## src/rtl/spi_axis_pkg.sv

```systemverilog
// Shared types and constants for the SPI slave to AXI-Stream bridge.
// Imported by the synchroniser and the top level.
package spi_axis_pkg;

    typedef enum logic {
        ST_IDLE,
        ST_ACTIVE
    } state_t;

    localparam int SPI_BITS_PER_BYTE = 8;
    localparam int BIT_CNT_W = $clog2(SPI_BITS_PER_BYTE);
    localparam logic [7:0] IDLE_BYTE_DEFAULT = 8'h00;

endpackage

```

## src/rtl/sync_edge_detect.sv

```systemverilog
// Multi-stage synchroniser for an asynchronous pin with a history FF
// that turns the synchronised level into single-cycle rise/fall events.
module sync_edge_detect
    import spi_axis_pkg::*;
#(
    parameter int   SYNC_STAGES = 2,
    parameter logic RESET_VAL   = 1'b0
) (
    input  logic clk,
    input  logic rst_n,
    input  logic in_i,
    output logic level_o,
    output logic rise_o,
    output logic fall_o
);

    logic [SYNC_STAGES-1:0] sync_q;
    logic                   hist_q;

    // Shift the pin through the synchroniser and keep one cycle of history.
    always_ff @(posedge clk or negedge rst_n) begin
        if (!rst_n) begin
            sync_q <= {SYNC_STAGES{RESET_VAL}};
            hist_q <= RESET_VAL;
        end else begin
            sync_q <= {sync_q[SYNC_STAGES-2:0], in_i};
            hist_q <= sync_q[SYNC_STAGES-1];
        end
    end

    assign level_o = sync_q[SYNC_STAGES-1];
    assign rise_o  = level_o & ~hist_q;
    assign fall_o  = ~level_o & hist_q;

endmodule

```

## src/rtl/spi_slave_axis.sv

```systemverilog
// SPI mode-0 slave: MOSI bytes to m_axis, s_axis bytes out on MISO.
// SPI pins are oversampled and edge-detected in the clk domain.
module spi_slave_axis
    import spi_axis_pkg::*;
#(
    parameter int         SYNC_STAGES = 2,
    parameter logic [7:0] IDLE_BYTE   = IDLE_BYTE_DEFAULT
) (
    input  logic       clk,
    input  logic       rst_n,
    input  logic       spi_sclk,
    input  logic       spi_cs_n,
    input  logic       spi_mosi,
    output logic       spi_miso,
    output logic       spi_miso_oe,
    output logic [7:0] m_axis_tdata,
    output logic       m_axis_tvalid,
    input  logic       m_axis_tready,
    input  logic [7:0] s_axis_tdata,
    input  logic       s_axis_tvalid,
    output logic       s_axis_tready,
    input  logic       s_axis_tlast,
    output logic       rx_overrun,
    output logic       frame_abort
);

    localparam int FLUSH = SYNC_STAGES + 1;
    localparam int FW    = $clog2(FLUSH + 1);
    localparam logic [BIT_CNT_W-1:0] LAST_BIT = BIT_CNT_W'(SPI_BITS_PER_BYTE - 1);

    logic sclk_rise, sclk_fall, sclk_lvl_unused;
    logic cs_level, cs_rise, cs_fall;
    logic [SYNC_STAGES-1:0] mosi_sync_q;
    logic mosi_s;
    logic unused_tlast;

    state_t               state_q, state_d;
    logic [BIT_CNT_W-1:0] bit_cnt_q, bit_cnt_d;
    logic [7:0]           rx_shift_q, rx_shift_d;
    logic [7:0]           tx_shift_q, tx_shift_d;
    logic [7:0]           byte_q, byte_d;
    logic                 byte_vld_q, byte_vld_d;
    logic [7:0]           m_tdata_q, m_tdata_d;
    logic                 m_tvalid_q, m_tvalid_d;
    logic [7:0]           hold_q, hold_d;
    logic                 hold_vld_q, hold_vld_d;
    logic                 miso_q, miso_d;
    logic                 overrun_q, overrun_d;
    logic                 abort_q, abort_d;
    logic [FW-1:0]        flush_q, flush_d;
    logic                 armed_q, armed_d;
    logic                 tx_load;
    logic [7:0]           rx_next;

    assign unused_tlast = s_axis_tlast;

    sync_edge_detect #(.SYNC_STAGES(SYNC_STAGES), .RESET_VAL(1'b0)) u_sclk (
        .clk    (clk),
        .rst_n  (rst_n),
        .in_i   (spi_sclk),
        .level_o(sclk_lvl_unused),
        .rise_o (sclk_rise),
        .fall_o (sclk_fall)
    );

    sync_edge_detect #(.SYNC_STAGES(SYNC_STAGES), .RESET_VAL(1'b1)) u_cs (
        .clk    (clk),
        .rst_n  (rst_n),
        .in_i   (spi_cs_n),
        .level_o(cs_level),
        .rise_o (cs_rise),
        .fall_o (cs_fall)
    );

    // Plain synchroniser for MOSI, same depth as the edge-detected pins.
    always_ff @(posedge clk or negedge rst_n) begin
        if (!rst_n) mosi_sync_q <= '0;
        else        mosi_sync_q <= {mosi_sync_q[SYNC_STAGES-2:0], spi_mosi};
    end

    assign mosi_s = mosi_sync_q[SYNC_STAGES-1];

    // Next-state: FSM, shifters, m_axis output register and tx holding register.
    always_comb begin
        state_d    = state_q;
        bit_cnt_d  = bit_cnt_q;
        rx_shift_d = rx_shift_q;
        tx_shift_d = tx_shift_q;
        byte_d     = byte_q;
        byte_vld_d = 1'b0;
        m_tdata_d  = m_tdata_q;
        m_tvalid_d = m_tvalid_q;
        hold_d     = hold_q;
        hold_vld_d = hold_vld_q;
        overrun_d  = overrun_q;
        abort_d    = 1'b0;
        tx_load    = 1'b0;
        rx_next    = {rx_shift_q[6:0], mosi_s};
        // Ignore a frame already in progress when reset is released.
        flush_d = (flush_q != FW'(FLUSH)) ? flush_q + 1'b1 : flush_q;
        armed_d = armed_q | ((flush_q == FW'(FLUSH)) & cs_level);

        if (m_tvalid_q && m_axis_tready) m_tvalid_d = 1'b0;
        if (byte_vld_q) begin
            if (!m_tvalid_q || m_axis_tready) begin
                m_tdata_d  = byte_q;
                m_tvalid_d = 1'b1;
            end else begin
                overrun_d = 1'b1;
            end
        end

        if (s_axis_tvalid && !hold_vld_q) begin
            hold_d     = s_axis_tdata;
            hold_vld_d = 1'b1;
        end

        unique case (state_q)
            ST_IDLE: begin
                if (cs_fall && armed_q) begin
                    state_d   = ST_ACTIVE;
                    bit_cnt_d = '0;
                    tx_load   = 1'b1;
                end
            end
            ST_ACTIVE: begin
                priority case (1'b1)
                    cs_rise: begin
                        state_d   = ST_IDLE;
                        abort_d   = (bit_cnt_q != '0);
                        bit_cnt_d = '0;
                    end
                    sclk_rise: begin
                        rx_shift_d = rx_next;
                        bit_cnt_d  = bit_cnt_q + 1'b1;
                        if (bit_cnt_q == LAST_BIT) begin
                            byte_vld_d = 1'b1;
                            byte_d     = rx_next;
                        end
                    end
                    sclk_fall: begin
                        if (bit_cnt_q == '0) tx_load = 1'b1;
                        else tx_shift_d = {tx_shift_q[6:0], 1'b0};
                    end
                    default: ;
                endcase
            end
            default: ;
        endcase

        if (tx_load) begin
            tx_shift_d = hold_vld_q ? hold_q : IDLE_BYTE;
            if (hold_vld_q) hold_vld_d = 1'b0;
        end

        miso_d = (state_d == ST_ACTIVE) ? tx_shift_d[7] : 1'b0;
    end

    // State registers.
    always_ff @(posedge clk or negedge rst_n) begin
        if (!rst_n) begin
            state_q    <= ST_IDLE;
            bit_cnt_q  <= '0;
            rx_shift_q <= '0;
            tx_shift_q <= '0;
            byte_q     <= '0;
            byte_vld_q <= 1'b0;
            m_tdata_q  <= '0;
            m_tvalid_q <= 1'b0;
            hold_q     <= '0;
            hold_vld_q <= 1'b0;
            miso_q     <= 1'b0;
            overrun_q  <= 1'b0;
            abort_q    <= 1'b0;
            flush_q    <= '0;
            armed_q    <= 1'b0;
        end else begin
            state_q    <= state_d;
            bit_cnt_q  <= bit_cnt_d;
            rx_shift_q <= rx_shift_d;
            tx_shift_q <= tx_shift_d;
            byte_q     <= byte_d;
            byte_vld_q <= byte_vld_d;
            m_tdata_q  <= m_tdata_d;
            m_tvalid_q <= m_tvalid_d;
            hold_q     <= hold_d;
            hold_vld_q <= hold_vld_d;
            miso_q     <= miso_d;
            overrun_q  <= overrun_d;
            abort_q    <= abort_d;
            flush_q    <= flush_d;
            armed_q    <= armed_d;
        end
    end

    assign spi_miso      = miso_q;
    assign spi_miso_oe   = (state_q == ST_ACTIVE);
    assign m_axis_tdata  = m_tdata_q;
    assign m_axis_tvalid = m_tvalid_q;
    assign s_axis_tready = ~hold_vld_q;
    assign rx_overrun    = overrun_q;
    assign frame_abort   = abort_q;

endmodule

```

## config.mk

```make
export PLATFORM = sky130hd
export DESIGN_NAME = spi_slave_axis
export DESIGN_NICKNAME = d
export VERILOG_FILES = /design/src/rtl/spi_axis_pkg.sv /design/src/rtl/sync_edge_detect.sv /design/src/rtl/spi_slave_axis.sv
export SDC_FILE = /design/constraint.sdc
export NUM_CORES = 1
export LEC_CHECK = 0
export ABC_AREA = 0
export BUFFER_PORTS_ARGS = -buffer_cell sky130_fd_sc_hd__clkbuf_2
export CELL_PAD_IN_SITES_DETAIL_PLACEMENT = 0
export CELL_PAD_IN_SITES_GLOBAL_PLACEMENT = 1
export CORE_MARGIN = 2
export CORE_UTILIZATION = 50
export DETAILED_ROUTE_END_ITERATION = 10
export GPL_TIMING_DRIVEN = 0
export HOLD_SLACK_MARGIN = 0.02
export PLACE_DENSITY = 0.94
export SYNTH_ARGS = -nofsm -noshare
export SYNTH_HDL_FRONTEND = slang
export SYNTH_SLANG_ARGS = --single-unit
```

## constraint.sdc

```tcl
create_clock -name clk -period 3.3 [get_ports clk]
set_input_delay 0.165 -clock clk [delete_from_list [all_inputs] [get_ports clk]]
set_output_delay 0.165 -clock clk [all_outputs]
set_load 0.01 [all_outputs]
```

==> reports/metrics.csv <==
metric,value,unit
rows,25,
synth_ff_type,dfrtp_1,
min_to,hold_q[0],
arrival,1.92,ns
final.setup.tns,0,ns
power_leakage,1.388,nW
drc,0,
synthToLayoutAreaGrowth,17.87,%
die_height,73.52,um
cts.root.buffer_cell,clkbuf_8,
r2r_cells,6,
cp_max_fo,8,
outcome,"finished, final reports clean",
ir_worst_vdd,0.3363,mV
yosysSeqAreaShare,62.30,%
rsz0062_at_grt,no,
start_kind,register,
antenna_left,0,
coreArea,4692,um^2
holdCritPathClass,input pin to register,
layout-drive-gt1-share,38.29,%
fmax,600.4,MHz
syn-num-nets,194,
ys_ff_latch,60,
reg2reg_slack,1.63,ns
multi_input_area,859.6,um^2
synthArstFlopShare,100.0,%
reg2reg_from,bit_cnt_q[0],
worstHoldStart,s_axis_tdata[0],
grt_max_degree,61,
cts_setup_buffers,0,
antenna_found_initial,0,
nFillCells,382,
htreeDepth,3,
dp_hpwl,2480,um
instances_no_fill,276,
synthTopCellsByArea,"dfrtp_1 (59%), mux2_2 (15%), dfstp_2 (3.3%)",
cts_tree,built,
first_global_vias,1359,
dp_cells,256,
portBuffers,28,
clock_latency,0.34,ns
synth_edf_count,0,
yosysMostFrequentCell,dfrtp_1,
period_share,50.47,%
skew,0.007677,ns
cts.sinks,60,
wl_per_cell,13.99,um
worstPathRequired,3.55,ns
grt_pass1_wl,6458,um
max-cap-violations,0,
routed_wl,3862,um
nets,237,
die_area,5404,um^2
clk_pin_slew,0.06,ns
register_area,1505,um^2
min_path_cells,2,
synth_warnings,0,
p_per_area,656.0,nW/um^2
slew_headroom,47.31,%
syn_avg_cell_area,13.89,um^2
firstDrtPassIters,4,
cpPeakStageDelay,0.42,ns
cts_resized,0,
grt_use_total,16.28,%
synth_top_area_share,59.04,%
n_antenna_cell,0,
synth_top_area_cell,dfrtp_1,
ys_types,33,
hold_viol,0,
cp_cell_sequence,"inv_1, ha_1, nor4bb_1, a32o_1, nand2_1, o21ai_1",
timing.rr.end,tx_shift_q[1],
syn_area,2416,um^2
crit_type,register to register,
start_util,51.49,%
overflow,0,
die_x,73.52,um
postSynthCellCount,174,
num_vias,1445,
via_per_inst,5.236,
tightestPinTransition,0.7903,ns
io_pins,30,
end_kind,register,
gp_congestion,0.7452,
synth_common_cells,"dfrtp_1 (57), mux2_2 (33), nand2_1 (12)",
cp_slowest_cell,a32o_1,
finalMaxSlewViolations,0,
drtIter0Drc,74,
cts_made_buffers,9,
clockBufferDepth,2,
fin_crit,1.666,ns
final-setup-viol-count,0,
cell families (layout without fill, tap and decap cells):
kind of cell / Yosys count / count (layout) / share of synthesized area, %
fa+ha+maj: 4 / 4 / 2.072
flops: 60 / 60 / 62.30
simple gates: 35 / 35 / 8.752
xor+xnor: 1 / 1 / 0.3626
mux: 39 / 39 / 17.87
compound gates: 24 / 24 / 6.525
buf+inv: 11 / 59 / 2.123
state kept, by name, indices dropped and copies added (netlist names), 2 cells and up:
| name | cells |
|---|---|
| byte_q | 8 |
| hold_q | 8 |
| m_axis_tdata | 8 |
| tx_shift_q | 8 |
| rx_shift_q | 7 |
| bit_cnt_q | 3 |
| flush_q | 2 |
| mosi_sync_q | 2 |
| u_cs.sync_q | 2 |
| u_sclk.sync_q | 2 |
layout make-up:
type | instances | area share, %
sequential | 60 | 52.86
multi-input combinational | 103 | 30.18
timing repair buffer | 32 | 6.415
clock buffer | 15 | 6.195
tap | 54 | 2.373
inverter | 7 | 0.9227
buffer | 4 | 0.8787
clock inverter | 1 | 0.1757
metal layers:
metal / wire length, um / vias up / track usage (%)
met3: 154 / 11 / 4.527
met1: 1880 / 709 / 22.00
met4: 106 / 0 / 10.30
met5: 0 / - / 0
li1: - / 695 / -
met2: 1721 / 30 / 23.12
where the power goes:
group	switching (mW)	leakage [nW]	internal (mW)
clock network	0.263	0.0937	0.334
logic	0.129	0.538	0.167
registers	0.0933	0.756	0.882
per-stage QoR:
stage	util, %	power, mW	worst slack [ns]	hold WS (ns)	area (um^2)
final	60.69	1.868	1.634	0.05671	2848
after global routing	60.69	1.970	1.458	0.04914	2848
after CTS	60.69	1.891	1.626	0.04846	2848
after detailed placement	55.97	1.282	1.649	0.2595	2626
after global placement	55.92	1.265	1.684	0.2595	2624
after floorplan	-	1.184	1.805	-0.1306	2416
how the worst max path moves through the flow:
stage | startpoint | endpoint | slack [ns] | cells after the start
finish | bit_cnt_q[0] | tx_shift_q[1] | 1.63 | 6
global route | bit_cnt_q[0] | tx_shift_q[0] | 1.46 | 6
CTS | bit_cnt_q[1] | tx_shift_q[1] | 1.63 | 6
detailed placement | bit_cnt_q[0] | tx_shift_q[0] | 1.65 | 6
global placement | bit_cnt_q[0] | tx_shift_q[0] | 1.68 | 6
floorplan | u_cs.hist_q | rx_shift_q[0] | 1.81 | 4
placed cells by master (no fill, tap or decap), types with 2 or more instances in the layout:
| cell | n |
|---|---|
| nor2_1 | 2 |
| buf_2 | 2 |
| a22o_1 | 2 |
| nand2b_1 | 3 |
| buf_4 | 2 |
| clkbuf_1 | 3 |
| clkbuf_8 | 12 |
| ha_1 | 4 |
| mux2i_1 | 6 |
| a21o_1 | 2 |
| o21ai_0 | 3 |
| dlygate4sd3_1 | 4 |
| o21ai_1 | 6 |
| inv_1 | 7 |
| and2_1 | 6 |
| dfstp_2 | 3 |
| clkbuf_2 | 27 |
| dfrtp_1 | 57 |
| nor2b_1 | 4 |
| a21oi_1 | 5 |
| mux2_2 | 33 |
| nand2_1 | 12 |
critical path: cells and delay by family, from the launching register on:
family                     cells  cell delay (ns)
DFF                            1             0.40
adders and majority gates      1             0.16
and+or+nand+nor                2             0.42
buffers and inverters          1             0.07
AOI/OAI and AO/OA              2             0.53
repair_timing:
item	4_1_cts	5_1_grt
endpoints found under the hold margin	60	0
setup endpoints to repair	0	0
hold buffers	4	0
(Power assumes the default switching activity.)
